$ cat src/rtl/hazard_ctrl.sv
// Hazard and forwarding controller for the 5-stage 8-bit pipeline: tracks EX/MEM/WB
// destination tags, drives operand-forward selects, stalls on hazards, flushes on branches.
module hazard_ctrl #(
   parameter int unsigned RA_W      = 2,
   parameter int unsigned RF_BYPASS = 0,
   parameter int unsigned CNT_W     = 16
) (
   input  logic             clk,
   input  logic             rst,
   input  logic             id_valid,
   input  logic [RA_W-1:0]  id_ra,
   input  logic [RA_W-1:0]  id_rb,
   input  logic             id_use_a,
   input  logic             id_use_b,
   input  logic             id_wr_en,
   input  logic             id_is_load,
   input  logic             br_taken,
   output logic [1:0]       a_dh_sel,
   output logic [1:0]       b_dh_sel,
   output logic             pc_en,
   output logic             if_en,
   output logic             if_flush,
   output logic             id_bubble,
   output logic [CNT_W-1:0] stall_cnt,
   output logic [CNT_W-1:0] flush_cnt
);

   typedef struct packed {
      logic            valid;
      logic [RA_W-1:0] dest;
      logic            is_load;
   } tag_t;

   localparam logic [CNT_W-1:0] CntMax  = '1;
   localparam logic [CNT_W-1:0] CntOne  = CNT_W'(1);
   localparam logic             RfStall = (RF_BYPASS == 0);

   tag_t             t1_q, t2_q, t3_q, id_tag;
   logic             a_m1, a_m2, a_m3, b_m1, b_m2, b_m3;
   logic             ld_hz, rf_hz, stall;
   logic [1:0]       a_sel_d, a_sel_q, b_sel_d, b_sel_q;
   logic [CNT_W-1:0] stall_cnt_q, flush_cnt_q;

   assign id_tag = {id_valid & id_wr_en, id_ra, id_is_load};

   always_comb begin
      a_m1 = id_use_a & t1_q.valid & (t1_q.dest == id_ra);
      a_m2 = id_use_a & t2_q.valid & (t2_q.dest == id_ra);
      a_m3 = id_use_a & t3_q.valid & (t3_q.dest == id_ra);
      b_m1 = id_use_b & t1_q.valid & (t1_q.dest == id_rb);
      b_m2 = id_use_b & t2_q.valid & (t2_q.dest == id_rb);
      b_m3 = id_use_b & t3_q.valid & (t3_q.dest == id_rb);
   end

   // A WB-only match needs a stall unless the register file writes through.
   assign ld_hz = (a_m1 | b_m1) & t1_q.is_load;
   assign rf_hz = RfStall & ((a_m3 & ~a_m1 & ~a_m2) | (b_m3 & ~b_m1 & ~b_m2));
   assign stall = id_valid & (ld_hz | rf_hz) & ~br_taken;

   assign pc_en     = ~stall;
   assign if_en     = ~stall;
   assign if_flush  = br_taken;
   assign id_bubble = stall | br_taken;

   always_comb begin
      a_sel_d = 2'b00;
      b_sel_d = 2'b00;
      if (!id_bubble) begin
         if (a_m1 && !t1_q.is_load) a_sel_d = 2'b10;
         else if (a_m2)             a_sel_d = 2'b01;
         if (b_m1 && !t1_q.is_load) b_sel_d = 2'b10;
         else if (b_m2)             b_sel_d = 2'b01;
      end
   end

   always_ff @(posedge clk or negedge rst) begin
      if (!rst) begin
         t1_q        <= '0;
         t2_q        <= '0;
         t3_q        <= '0;
         a_sel_q     <= 2'b00;
         b_sel_q     <= 2'b00;
         stall_cnt_q <= '0;
         flush_cnt_q <= '0;
      end else begin
         t1_q    <= id_bubble ? tag_t'('0) : id_tag;
         t2_q    <= t1_q;
         t3_q    <= t2_q;
         a_sel_q <= a_sel_d;
         b_sel_q <= b_sel_d;
         if (stall && stall_cnt_q != CntMax)    stall_cnt_q <= stall_cnt_q + CntOne;
         if (br_taken && flush_cnt_q != CntMax) flush_cnt_q <= flush_cnt_q + CntOne;
      end
   end

   assign a_dh_sel  = a_sel_q;
   assign b_dh_sel  = b_sel_q;
   assign stall_cnt = stall_cnt_q;
   assign flush_cnt = flush_cnt_q;

endmodule
$ cat config.mk
export PLATFORM = sky130hd
export DESIGN_NAME = hazard_ctrl
export DESIGN_NICKNAME = d
export VERILOG_FILES = /design/src/rtl/hazard_ctrl.sv
export SDC_FILE = /design/constraint.sdc
export NUM_CORES = 1
export LEC_CHECK = 0
export CAP_MARGIN = 20
export CORE_UTILIZATION = 54
export DETAILED_ROUTE_END_ITERATION = 16
export GPL_TIMING_DRIVEN = 1
export PLACE_DENSITY = 0.85
export SLEW_MARGIN = 15
export SYNTH_ARGS = -nofsm -noshare
export SYNTH_HDL_FRONTEND = slang
export SYNTH_SLANG_ARGS = --single-unit
$ cat constraint.sdc
create_clock -name clk -period 3.09 [get_ports clk]
set_input_delay 0.309 -clock clk [delete_from_list [all_inputs] [get_ports clk]]
set_output_delay 0.309 -clock clk [all_outputs]
set_load 0.01 [all_outputs]
Word-level counts from Yosys, hierarchy flattened
Index checks and enable logic that the tools add are counted.

Flip-flop bits (word level): 46. Bits of input ports: 12. Output and inout bits: 40. Word-level logic and storage cells: 63.

Add/subtract/negate cells: 2. Eq/ne operators: 8. Mux-type cells: 7. Bitwise gates (word level): 30. Reductions and logical operators: 5.

Operators with widths (number): 16-bit by 1-bit adder with 16-bit output (second input constant) (2); 16-bit inequality test (second input constant) (2); 1-bit bitwise AND (20); 2-bit == test (6); 2-bit two-way mux (4); 1-bit inverter (6); 1-bit logical AND (4); 4-bit two-way mux (1); 1-bit bitwise OR (4); 1-bit two-way mux (2); 1-bit zero test (1).

Longest topological paths before layout
Gate-level depths: netlist of the first run.

Depth in word-level cells: 11. Mapped depth: 8. Depth with buffers taken out: 7.

Worst setup path after synthesis of the first run
OpenSTA, ideal clock, no wires.

Path kind: reg-to-output. Start: register t1_q[2] (netlist name). End: output port pc_en. Arrival time: 1.786 ns. Data required time: 2.781 ns. Path slack: 0.995 ns. Stages on the path, launching flop included: 9. Path buffers: 3. Cell sequence: dfrtp_1 -> xor2_1 -> nor3_2 -> nor2b_1 -> o221a_1 -> buf_6 -> buf_12 -> or2_1 -> buf_4.

Longest elaborated chain between the ends: 10. Elaborated cells between the ends (all ways): 17. Those cells by class: eq/ne (2); bitwise (15).

Ends and longest elaborated chain: start, declared (RTL line 38) `tag_t t1_q, t2_q, t3_q, id_tag;`; start signal, assigned (RTL line 86) `t1_q <= id_bubble ? tag_t'('0) : id_tag;`; 2-bit == test, on equally long branches (RTL line 47, 50); 1-bit bitwise AND, on equally long branches (RTL line 47, 50); 1-bit inverter (RTL line 57) `assign rf_hz = RfStall & ((a_m3 & ~a_m1 & ~a_m2) | (b_m3 & ~b_m1 & ~b_m2));`; 1-bit bitwise AND (2 in a row) (RTL line 57); 1-bit bitwise OR (RTL line 57); 1-bit bitwise OR * (RTL line 58) `assign stall = id_valid & (ld_hz | rf_hz) & ~br_taken;`; 1-bit bitwise AND * (2 in a row) (RTL line 58); 1-bit inverter *; end, declared (RTL line 20) `output logic pc_en,`.

Every way passes the cells marked *; elsewhere a longest branch is shown, timed or not.

Worst setup path after layout of the first run
Start: input port id_ra[0]. End: output port if_en.

Longest elaborated chain between the ends: 10. Elaborated cells between the ends (all ways): 17. Those cells by class: eq/ne (3); bitwise (14).

Ends and longest elaborated chain: start, declared (RTL line 11) `input logic [RA_W-1:0] id_ra,`; 2-bit == test (RTL line 47) `a_m1 = id_use_a & t1_q.valid & (t1_q.dest == id_ra);`; 1-bit bitwise AND (RTL line 47); 1-bit inverter (RTL line 57); 1-bit bitwise AND (2 in a row) (RTL line 57); 1-bit bitwise OR (RTL line 57); 1-bit bitwise OR * (RTL line 58); 1-bit bitwise AND * (2 in a row) (RTL line 58); 1-bit inverter * (RTL line 61) `assign if_en = ~stall;`; end, declared (RTL line 21) `output logic if_en,`.

Marked as above.

==> impl_metrics.json, run 1 <==
{
  "numCtsBuffers": 5,
  "first_global_vias": 1504,
  "slowest_stage": "clkdlybuf4s50_1",
  "cts_buffer_depth": 2,
  "via_per_inst": 5.44,
  "setup_violations": 0,
  "startpoint": "id_ra[0]",
  "via_count": 1658,
  "drtIter0Drc": 81,
  "synthCells": 200,
  "port_buffers": 51,
  "p_per_area_nw_per_um2": 494,
  "dpl.hpwl_um": 3060,
  "holdBufCountCts": 0,
  "synth-main-ff-cell": "dfrtp_1",
  "yosys_register_bits": 46,
  "crit_arrival_ps": 2370,
  "r2r_cells": 7,
  "post_cts.repair.setup_buffers": 0,
  "setup_tns_ps": 0,
  "outcome": "finished, violations left",
  "cpMostUsedCell": "clkdlybuf4s50_1",
  "avgSynthCellArea_um2": 11.3,
  "rsz0062_at_grt": "no",
  "cpPeakStageDelay_ps": 510,
  "ys_async_sr_fraction_pct": 100,
  "drt_wl_total_um": 4150,
  "ys_types": 35,
  "die-area_um2": 4460,
  "syn_area_um2": 2260,
  "grt_pass1_wl_um": 6950,
  "ant_nets": 0,
  "leakage_uw": 0.00129,
  "reg2reg_from": "t1_q[2]",
  "fmax_mhz": 373,
  "critPathTopFamily": "buffers and inverters",
  "cp-start-kind": "input pin",
  "initial_utilization_pct": 56.6,
  "dpl-instance-area_um2": 2800,
  "drive_gt1_share_pct": 10.6,
  "area_growth_pct": 27.6,
  "critical_path_class": "input pin to output port",
  "cts_max_level": 2,
  "yosysWarnings": 0,
  "post_drt_wl_per_cell_um": 13.6,
  "critPathRequiredTime_ps": 2780,
  "synth_fp_nets": 214,
  "fin_worst_skew_ps": 10.1,
  "overflow": 0,
  "hold_viol_final": 0,
  "cap_violations": 0,
  "peakVddDrop_v": 0.000423,
  "cp_cell_sequence": "clkdlybuf4s50_1, xor2_1, nor2_1, nand4_2, o221a_1, or2_1, clkdlybuf4s50_1",
  "violations": "DRC",
  "rows": 23,
  "core_um2": 4000,
  "rr_endpoint": "stall_cnt[1]",
  "hp-class": "input pin to asynchronous set/reset pin",
  "endpoint_kind": "output port",
  "cp.buffers_inverters": 2,
  "period_needed_ps": 2680,
  "final_nets": 268,
  "dieHeight_um": 66.8,
  "grt_max_degree": 47,
  "gp_congestion": 0.872,
  "dp_cells": 297,
  "clock-root-buffer": "clkbuf_8",
  "insertion_delay_ps": 300,
  "drtPass1Iterations": 10,
  "drc": 2,
  "drv_slew": 0,
  "post_cts_resized": 0,
  "diodes": 0,
  "antenna_found_initial": 0,
  "ff2ff_setup_slack_ps": 1000,
  "fin_crit_sh_pct": 86.7,
  "cts_tree": "built",
  "die_x_um": 66.8,
  "ys_seq_area_share_pct": 50.8,
  "ios": 52,
  "worst_slew_pin_slew_ps": 966,
  "clock-sinks": 46,
  "clkTransAtPathRegs_ps": 80,
  "critPathMaxFanout": 4,
  "slew_headroom_pct": 35.6,
  "grtUsageTotal_pct": 21.1,
  "synth_edf_count": 0,
  "layout.cells.non_filler": 305,
  "design_area_um2": 2890
}
==> worst max path at each step <==
stage            end  slack [ps]  depth (start not counted)
2_1_floorplan  pc_en         990                          8
3_3_place_gp   pc_en         460                          7
3_5_place_dp   if_en         420                          7
4_1_cts        if_en         410                          7
5_1_grt        if_en         300                          7
6_report       if_en         410                          7
==> state kept, by name, indices dropped and copies added, names as in the netlist <==
signal     flops
t2_q           3
t1_q           4
t3_q           3
b_dh_sel       2
stall_cnt     16
a_dh_sel       2
flush_cnt     16
==> cells in the final DEF, fill, tap and decap left out, drive strengths merged, types with 2 or more instances in the layout <==
cell	Yosys	layout
ha	2	2
xor2	21	21
nand3	11	11
o21bai	2	2
and4	2	2
clkdlybuf4s50	0	50
dfrtp	46	46
xnor2	20	20
and3	4	4
nor3	8	8
nor2b	3	3
clkbuf	3	7
o21ai	2	2
or2	2	2
nor4	8	8
nor2	16	16
buf	4	4
nand4	13	13
mux2	2	2
inv	7	7
nand2	13	13
nor3b	2	2
nand2b	2	2
==> layout make-up <==
| cell class | instances | area, µm² |
|---|---|---|
| Tap cell | 50 | 62.6 |
| Clock buffer | 7 | 86.3 |
| Clock inverter | 1 | 5.00 |
| Multi-Input combinational cell | 140 | 1030 |
| Inverter | 7 | 26.3 |
| Sequential cell | 46 | 1150 |
| Fill cell | 321 | 1110 |
| Timing Repair Buffer | 54 | 528 |
==> synthesized netlist by cell type, drive strengths merged (3+ instances only) <==
| cell | count | area, µm² |
|---|---|---|
| dfrtp | 46 | 1150 |
| xor2 | 21 | 184 |
| xnor2 | 20 | 175 |
| nor2 | 16 | 60.1 |
| nand2 | 13 | 48.8 |
| nand4 | 13 | 93.8 |
| nand3 | 11 | 55.1 |
| nor3 | 8 | 60.1 |
| nor4 | 8 | 98.9 |
| inv | 7 | 26.3 |
| and3 | 4 | 25.0 |
| buf | 4 | 46.3 |
| clkbuf | 3 | 11.3 |
| nor2b | 3 | 18.8 |
==> report_power, final <==
| part | internal, µW | switching (µW) |
|---|---|---|
| clock network | 181 | 195 |
| logic | 177 | 131 |
| registers | 665 | 76.3 |
==> routing by layer <==
layer	up-vias	wire length (µm)	global-route usage, %
met5	-	0	0
met1	815	1900	28.0
met2	40	2000	32.4
met3	10	167	5.14
met4	0	90	9.57
li1	793	-	-
==> cell families after synthesis <==
kind of cell | after synthesis | share of synthesized area, %
simple gates | 87 | 24.7
flops | 46 | 50.8
xor+xnor | 41 | 15.9
buf+inv | 14 | 3.70
compound gates | 8 | 2.82
mux | 2 | 0.994
fa+ha+maj | 2 | 1.10
==> worst register-to-register path, delay by kind of cell (launching register included) <==
kind / cells / cell delay (ps)
AOI/OAI and AO/OA: 1 / 270
DFF: 1 / 420
buffers and inverters: 1 / 230
muxes: 1 / 330
and+or+nand+nor: 3 / 540
xor gates and xnor gates: 1 / 200
==> per-stage QoR <==
step	setup WS, ps	hold slack (ps)	total power (µW)	utilization (%)
floorplan	995	13.4	888	-
global placement	458	412	1050	69.9
detailed placement	415	418	1060	69.9
CTS	409	204	1450	72.2
global route	301	240	1500	72.2
finish	412	164	1430	72.2
Note: power is estimated with default switching activity, not from simulation.
==> run 2, diff against run 1 <==
--- a/config.mk
+++ b/config.mk
@@ -5,11 +5,10 @@
 export SDC_FILE = /design/constraint.sdc
 export NUM_CORES = 1
 export LEC_CHECK = 0
-export CAP_MARGIN = 20
-export CORE_UTILIZATION = 54
+export CORE_UTILIZATION = 45
 export DETAILED_ROUTE_END_ITERATION = 16
 export GPL_TIMING_DRIVEN = 1
-export PLACE_DENSITY = 0.85
+export PLACE_DENSITY = 0.73
 export SLEW_MARGIN = 15
 export SYNTH_ARGS = -nofsm -noshare
 export SYNTH_HDL_FRONTEND = slang
==> constraint.sdc (replaced) <==
create_clock -name clk -period 3.3 [get_ports clk]
set_input_delay 0.33 -clock clk [delete_from_list [all_inputs] [get_ports clk]]
set_output_delay 0.33 -clock clk [all_outputs]
set_load 0.01 [all_outputs]
==> run 2 against run 1 <==
Against the previous run:
- first-iteration DRC count rose by 9.9%
- sequential share of layout area fell by 0.19 points
- the flow now finishes without violations
- cell count rose by 5.2%
- hold slack improved by 16 ps
- worst setup slack got worse by 31 ps
- routed wire length rose by 2.8%
- core utilization fell by 12 points
- non-clock buffer count fell by 1
- count of clock-buffer cells in the layout did not move
- largest power group unchanged
==> impl_metrics.json, run 2 (synthesis gave the netlist of run 1 again) <==
{
  "outcome": "completed",
  "setup_tns_ps": 0,
  "holdBufCountCts": 0,
  "mostFrequentLayoutCells": "clkdlybuf4s50_1 (50), dfrtp_1 (46), xor2_1 (21)",
  "rsz0062_at_grt": "no",
  "rows": 25,
  "leakage_uw": 0.00128,
  "cts_max_level": 2,
  "pwr-share-comb_pct": 21.4,
  "r2r_cells": 6,
  "final_nets": 267,
  "overflow": 0,
  "post_drt_wl_per_cell_um": 13.3,
  "gp_congestion": 0.870,
  "die-area_um2": 5320,
  "hold_viol_final": 0,
  "drtIter0Drc": 89,
  "numCtsBuffers": 5,
  "switchingPower_uw": 376,
  "layout_commonest_cell": "clkdlybuf4s50_1",
  "via_per_inst": 4.98,
  "hp-class": "input pin to asynchronous set/reset pin",
  "ant_nets": 0,
  "p_per_area_nw_per_um2": 459,
  "drc": 0,
  "cts_tree": "built",
  "grt_pass1_wl_um": 7360,
  "drv_slew": 0,
  "ios": 52,
  "crit_arrival_ps": 2590,
  "cp-start-kind": "input pin",
  "critPathMaxFanout": 17,
  "power_uw": 1330,
  "drtPass1Iterations": 4,
  "clock-sinks": 46,
  "insertion_delay_ps": 300,
  "area_growth_pct": 28.2,
  "initial_utilization_pct": 47.3,
  "ff2ff_setup_slack_ps": 1200,
  "grt_max_degree": 47,
  "via_count": 1600,
  "endpoint_kind": "output port",
  "core_um2": 4790,
  "dieHeight_um": 72.9,
  "diodes": 0,
  "nFillCells": 413,
  "first_global_vias": 1567,
  "post_cts.repair.setup_buffers": 0,
  "period_needed_ps": 2920,
  "critPathRequiredTime_ps": 2970,
  "clock-root-buffer": "clkbuf_8",
  "cts_buffer_depth": 2,
  "slowest_stage": "clkdlybuf4s50_1",
  "fmax_mhz": 343,
  "rr_endpoint": "stall_cnt[15]",
  "dpl.hpwl_um": 3130,
  "die_x_um": 72.9,
  "p_int_uw": 957,
  "fin_worst_skew_ps": 11.5,
  "port_buffers": 51,
  "peakVddDrop_v": 0.000359,
  "reg2reg_from": "stall_cnt[7]",
  "cpPeakStageDelay_ps": 550,
  "critical_path_class": "input pin to output port",
  "cpMostUsedCell": "clkdlybuf4s50_1",
  "clkTransAtPathRegs_ps": 80,
  "antenna_found_initial": 0,
  "cp_cell_sequence": "clkdlybuf4s50_1, xnor2_1, nand4_1, nor2b_1, o221a_1, buf_4, or2_1, clkdlybuf4s50_1",
  "cap_violations": 0,
  "post_cts_resized": 0,
  "p_clk_share_pct": 26.6,
  "slew_headroom_pct": 35.9,
  "drive_gt1_share_pct": 10.2,
  "setup_violations": 0,
  "seq_power_share_pct": 52.0,
  "fin_crit_sh_pct": 88.5,
  "p_sw_share_pct": 28.2,
  "grtUsageTotal_pct": 18.3,
  "drt_wl_total_um": 4270,
  "worst_slew_pin_slew_ps": 962
}
run 2: cell types whose count changed in the layout (fill, tap and decap cells not counted), sizes merged:
cell and change:
buf -1
run 2: worst max-delay path, delay by kind of cell:
kind / cells / cell delay [ps]
buf+inv: 3 / 1260
simple gates: 3 / 600
compound gates: 1 / 250
xor+xnor: 1 / 140
run 2: worst max-delay path by stage:
stage | start | end | slack (ps) | depth (start not counted)
3_5_place_dp | id_ra[1] | if_en | 370 | 8
2_1_floorplan | t1_q[2] | pc_en | 1180 | 8
4_1_cts | id_ra[1] | if_en | 360 | 8
6_report | id_rb[1] | if_en | 380 | 8
3_3_place_gp | id_ra[1] | pc_en | 420 | 8
5_1_grt | id_ra[1] | if_en | 230 | 8
run 2: cell type report:
class                           instances  area [µm²]  area share, %
Clock buffer                            7        86.3           2.97
Clock inverter                          1        5.00          0.172
Tap cell                               67        83.8           2.89
Multi-Input combinational cell        140        1030           35.5
Timing Repair Buffer                   53         520           17.9
Sequential cell                        46        1150           39.7
Inverter                                7        26.3          0.905
run 2: per-layer routing:
metal	GRT usage, %	up-vias	wire [µm]
met2	29.6	38	2060
met3	5.39	5	193
met4	4.58	0	48
li1	-	788	-
met1	24.1	769	1970
met5	0	-	0
run 2: stage by stage:
step / worst slack, ps / hold WS, ps / instance area, µm² / cells / utilization [%]
2_1_floorplan: 1180 / 34.4 / 2260 / 200 / -
5_1_grt: 226 / 284 / 2900 / 321 / 60.7
4_1_cts: 362 / 213 / 2900 / 321 / 60.7
6_report: 381 / 181 / 2900 / 321 / 60.7
3_3_place_gp: 419 / 420 / 2810 / 313 / 58.7
3_5_place_dp: 366 / 425 / 2810 / 313 / 58.7
run 2: power groups by stage:
stage          combinational [µW]  clock [µW]  sequential [µW]
4_1_cts                       291         366              695
5_1_grt                       316         386              708
6_report                      285         354              693
2_1_floorplan                 114           0              717
3_5_place_dp                  291           0              703
3_3_place_gp                  285           0              703
==> run 3, diff against run 2 <==
--- a/config.mk
+++ b/config.mk
@@ -5,10 +5,11 @@
 export SDC_FILE = /design/constraint.sdc
 export NUM_CORES = 1
 export LEC_CHECK = 0
+export ABC_AREA = 1
 export CORE_UTILIZATION = 45
 export DETAILED_ROUTE_END_ITERATION = 16
 export GPL_TIMING_DRIVEN = 1
-export PLACE_DENSITY = 0.73
+export PLACE_DENSITY = 0.72
 export SLEW_MARGIN = 15
 export SYNTH_ARGS = -nofsm -noshare
 export SYNTH_HDL_FRONTEND = slang
==> run 3 against run 2 <==
Against the previous run:
- cell count grew 34%
- first-iteration DRC count grew 7.9%
- sequential share of layout area shrank 2.3 points
- clock power shrank 6.2%
- clock skew shrank 9.5 ps
- register-to-register slack gained 280 ps
- via count grew 30%
- critical endpoint is now id_bubble
- count of clock-buffer cells in the layout shrank 1
- cell area grew 6.3%
==> impl_metrics.json, run 3 <==
{
  "setup_tns_ps": 0,
  "drt_wl_total_um": 4980,
  "ff2ff_setup_slack_ps": 1480,
  "grtUsageTotal_pct": 19.2,
  "numCtsBuffers": 5,
  "design_area_um2": 3090,
  "first_global_vias": 1824,
  "via_count": 2082,
  "worst_slew_pin_slew_ps": 969,
  "ys_async_sr_fraction_pct": 100,
  "hold_viol_final": 0,
  "rsz0062_at_grt": "no",
  "synth_fp_nets": 322,
  "synth_edf_count": 0,
  "leakage_uw": 0.00152,
  "clock-root-buffer": "clkbuf_8",
  "synthDominantAreaCellType": "dfrtp_1",
  "critPathRequiredTime_ps": 2970,
  "fmax_mhz": 377,
  "clkTransAtPathRegs_ps": 80,
  "ant_nets": 0,
  "synth_common_cells": "nand2_1 (102), dfrtp_1 (46), nor2_1 (35), inv_1 (31), nand3_1 (19)",
  "endpoint_kind": "output port",
  "critical_path_class": "input pin to output port",
  "dpl-instance-area_um2": 3000,
  "avgSynthCellArea_um2": 7.93,
  "clock-sinks": 46,
  "rr_endpoint": "flush_cnt[10]",
  "fin_worst_skew_ps": 2.00,
  "setup_violations": 0,
  "drive_gt1_share_pct": 5.26,
  "p_per_area_nw_per_um2": 412,
  "insertion_delay_ps": 290,
  "hp-class": "input pin to asynchronous set/reset pin",
  "initial_utilization_pct": 47.2,
  "overflow": 0,
  "gp_congestion": 0.820,
  "diodes": 0,
  "critPathMaxFanout": 9,
  "ys_seq_area_share_pct": 47.1,
  "yosysMostFrequentCell": "nand2_1",
  "grt_pass1_wl_um": 8230,
  "reg2reg_from": "flush_cnt[0]",
  "holdBufCountCts": 0,
  "antenna_found_initial": 0,
  "syn_area_um2": 2440,
  "layout_commonest_cell": "nand2_1",
  "dieHeight_um": 75.7,
  "grt_max_degree": 47,
  "multi_input_area_um2": 1130,
  "final_nets": 376,
  "slew_headroom_pct": 35.4,
  "drv_slew": 0,
  "synth-main-ff-cell": "dfrtp_1",
  "dpl.hpwl_um": 3670,
  "via_per_inst": 4.83,
  "cap_violations": 0,
  "cp-start-kind": "input pin",
  "die-area_um2": 5730,
  "yosys-top-cells-area": "dfrtp_1 (47%), nand2_1 (16%), xor2_1 (6.1%)",
  "drtPass1Iterations": 4,
  "post_cts_resized": 0,
  "outcome": "completed",
  "port_buffers": 51,
  "mostFrequentLayoutCells": "nand2_1 (102), clkdlybuf4s50_1 (50), dfrtp_1 (46)",
  "yosys_register_bits": 46,
  "ios": 52,
  "post_drt_wl_per_cell_um": 11.5,
  "yosysWarnings": 0,
  "area_growth_pct": 26.3,
  "cts_max_level": 2,
  "drtIter0Drc": 96,
  "ys_types": 24,
  "regArea_um2": 1150,
  "drc": 0,
  "fin_crit_sh_pct": 80.5,
  "peakVddDrop_v": 0.000190,
  "rows": 26,
  "core_um2": 5170,
  "cts_tree": "built",
  "synth_top_area_share_pct": 47.1,
  "synthCells": 308,
  "crit_arrival_ps": 2330,
  "post_cts.repair.setup_buffers": 0,
  "power_uw": 1270,
  "nFillCells": 468,
  "cts_buffer_depth": 2,
  "period_needed_ps": 2660,
  "r2r_cells": 9,
  "die_x_um": 75.7
}
## run 3: worst max-delay path by stage
| stage | slack (ps) | cells after the start | from | endpoint |
|---|---|---|---|---|
| floorplan | 1660 | 9 | stall_cnt[0] | stall_cnt[11] |
| finish | 640 | 10 | id_rb[1] | id_bubble |
| CTS | 650 | 10 | id_rb[1] | id_bubble |
| detailed placement | 660 | 10 | id_rb[1] | id_bubble |
| global placement | 720 | 10 | id_rb[1] | id_bubble |
| global route | 500 | 10 | id_ra[1] | id_bubble |
## run 3: layout make-up
type	instances	share of cell area, %
inverters	33	4.01
flip-flops and latches	46	37.3
well taps	70	2.84
clock buffers	6	2.68
multi-input cells	225	36.8
repair buffers	51	16.4
## run 3: where the power goes
group	switching, µW	internal [µW]
registers	65.1	616
logic	119	141
clock network	170	162
## run 3: per-stage QoR
| stage | std cells | hold slack, ps | worst slack, ps | util, % |
|---|---|---|---|---|
| after floorplan | 308 | 34.4 | 1660 | - |
| after global placement | 425 | 399 | 722 | 58.1 |
| after detailed placement | 425 | 386 | 658 | 58.1 |
| after CTS | 431 | 236 | 654 | 59.7 |
| after global routing | 431 | 274 | 500 | 59.7 |
| final | 431 | 190 | 645 | 59.7 |
## run 3: metal layers
metal	global-route usage [%]	part of all wire [%]
met1	24.7	49
met2	31.5	47
met3	5.82	4.0
met4	4.94	0
met5	0	0
## run 3: cell families (layout without fill, tap and decap cells)
| family | Yosys count | after routing | share of synthesized area, % |
|---|---|---|---|
| AND/OR/NAND/NOR | 189 | 189 | 34.3 |
| adder cells (fa/ha/maj) | 2 | 2 | 1.02 |
| XOR/XNOR | 27 | 27 | 9.68 |
| flip-flops | 46 | 46 | 47.1 |
| AO/OA/AOI/OAI | 7 | 7 | 1.43 |
| buffers and inverters | 37 | 90 | 6.45 |
## run 3: critical path, cell delays in order
cell,delay (ps)
clkdlybuf4s50_1,540
inv_1,70
nor2_1,90
nor2_1,50
nand2_1,110
nand3_1,130
nand3_4,150
nand2_1,100
nand2_2,180
clkdlybuf4s50_1,560
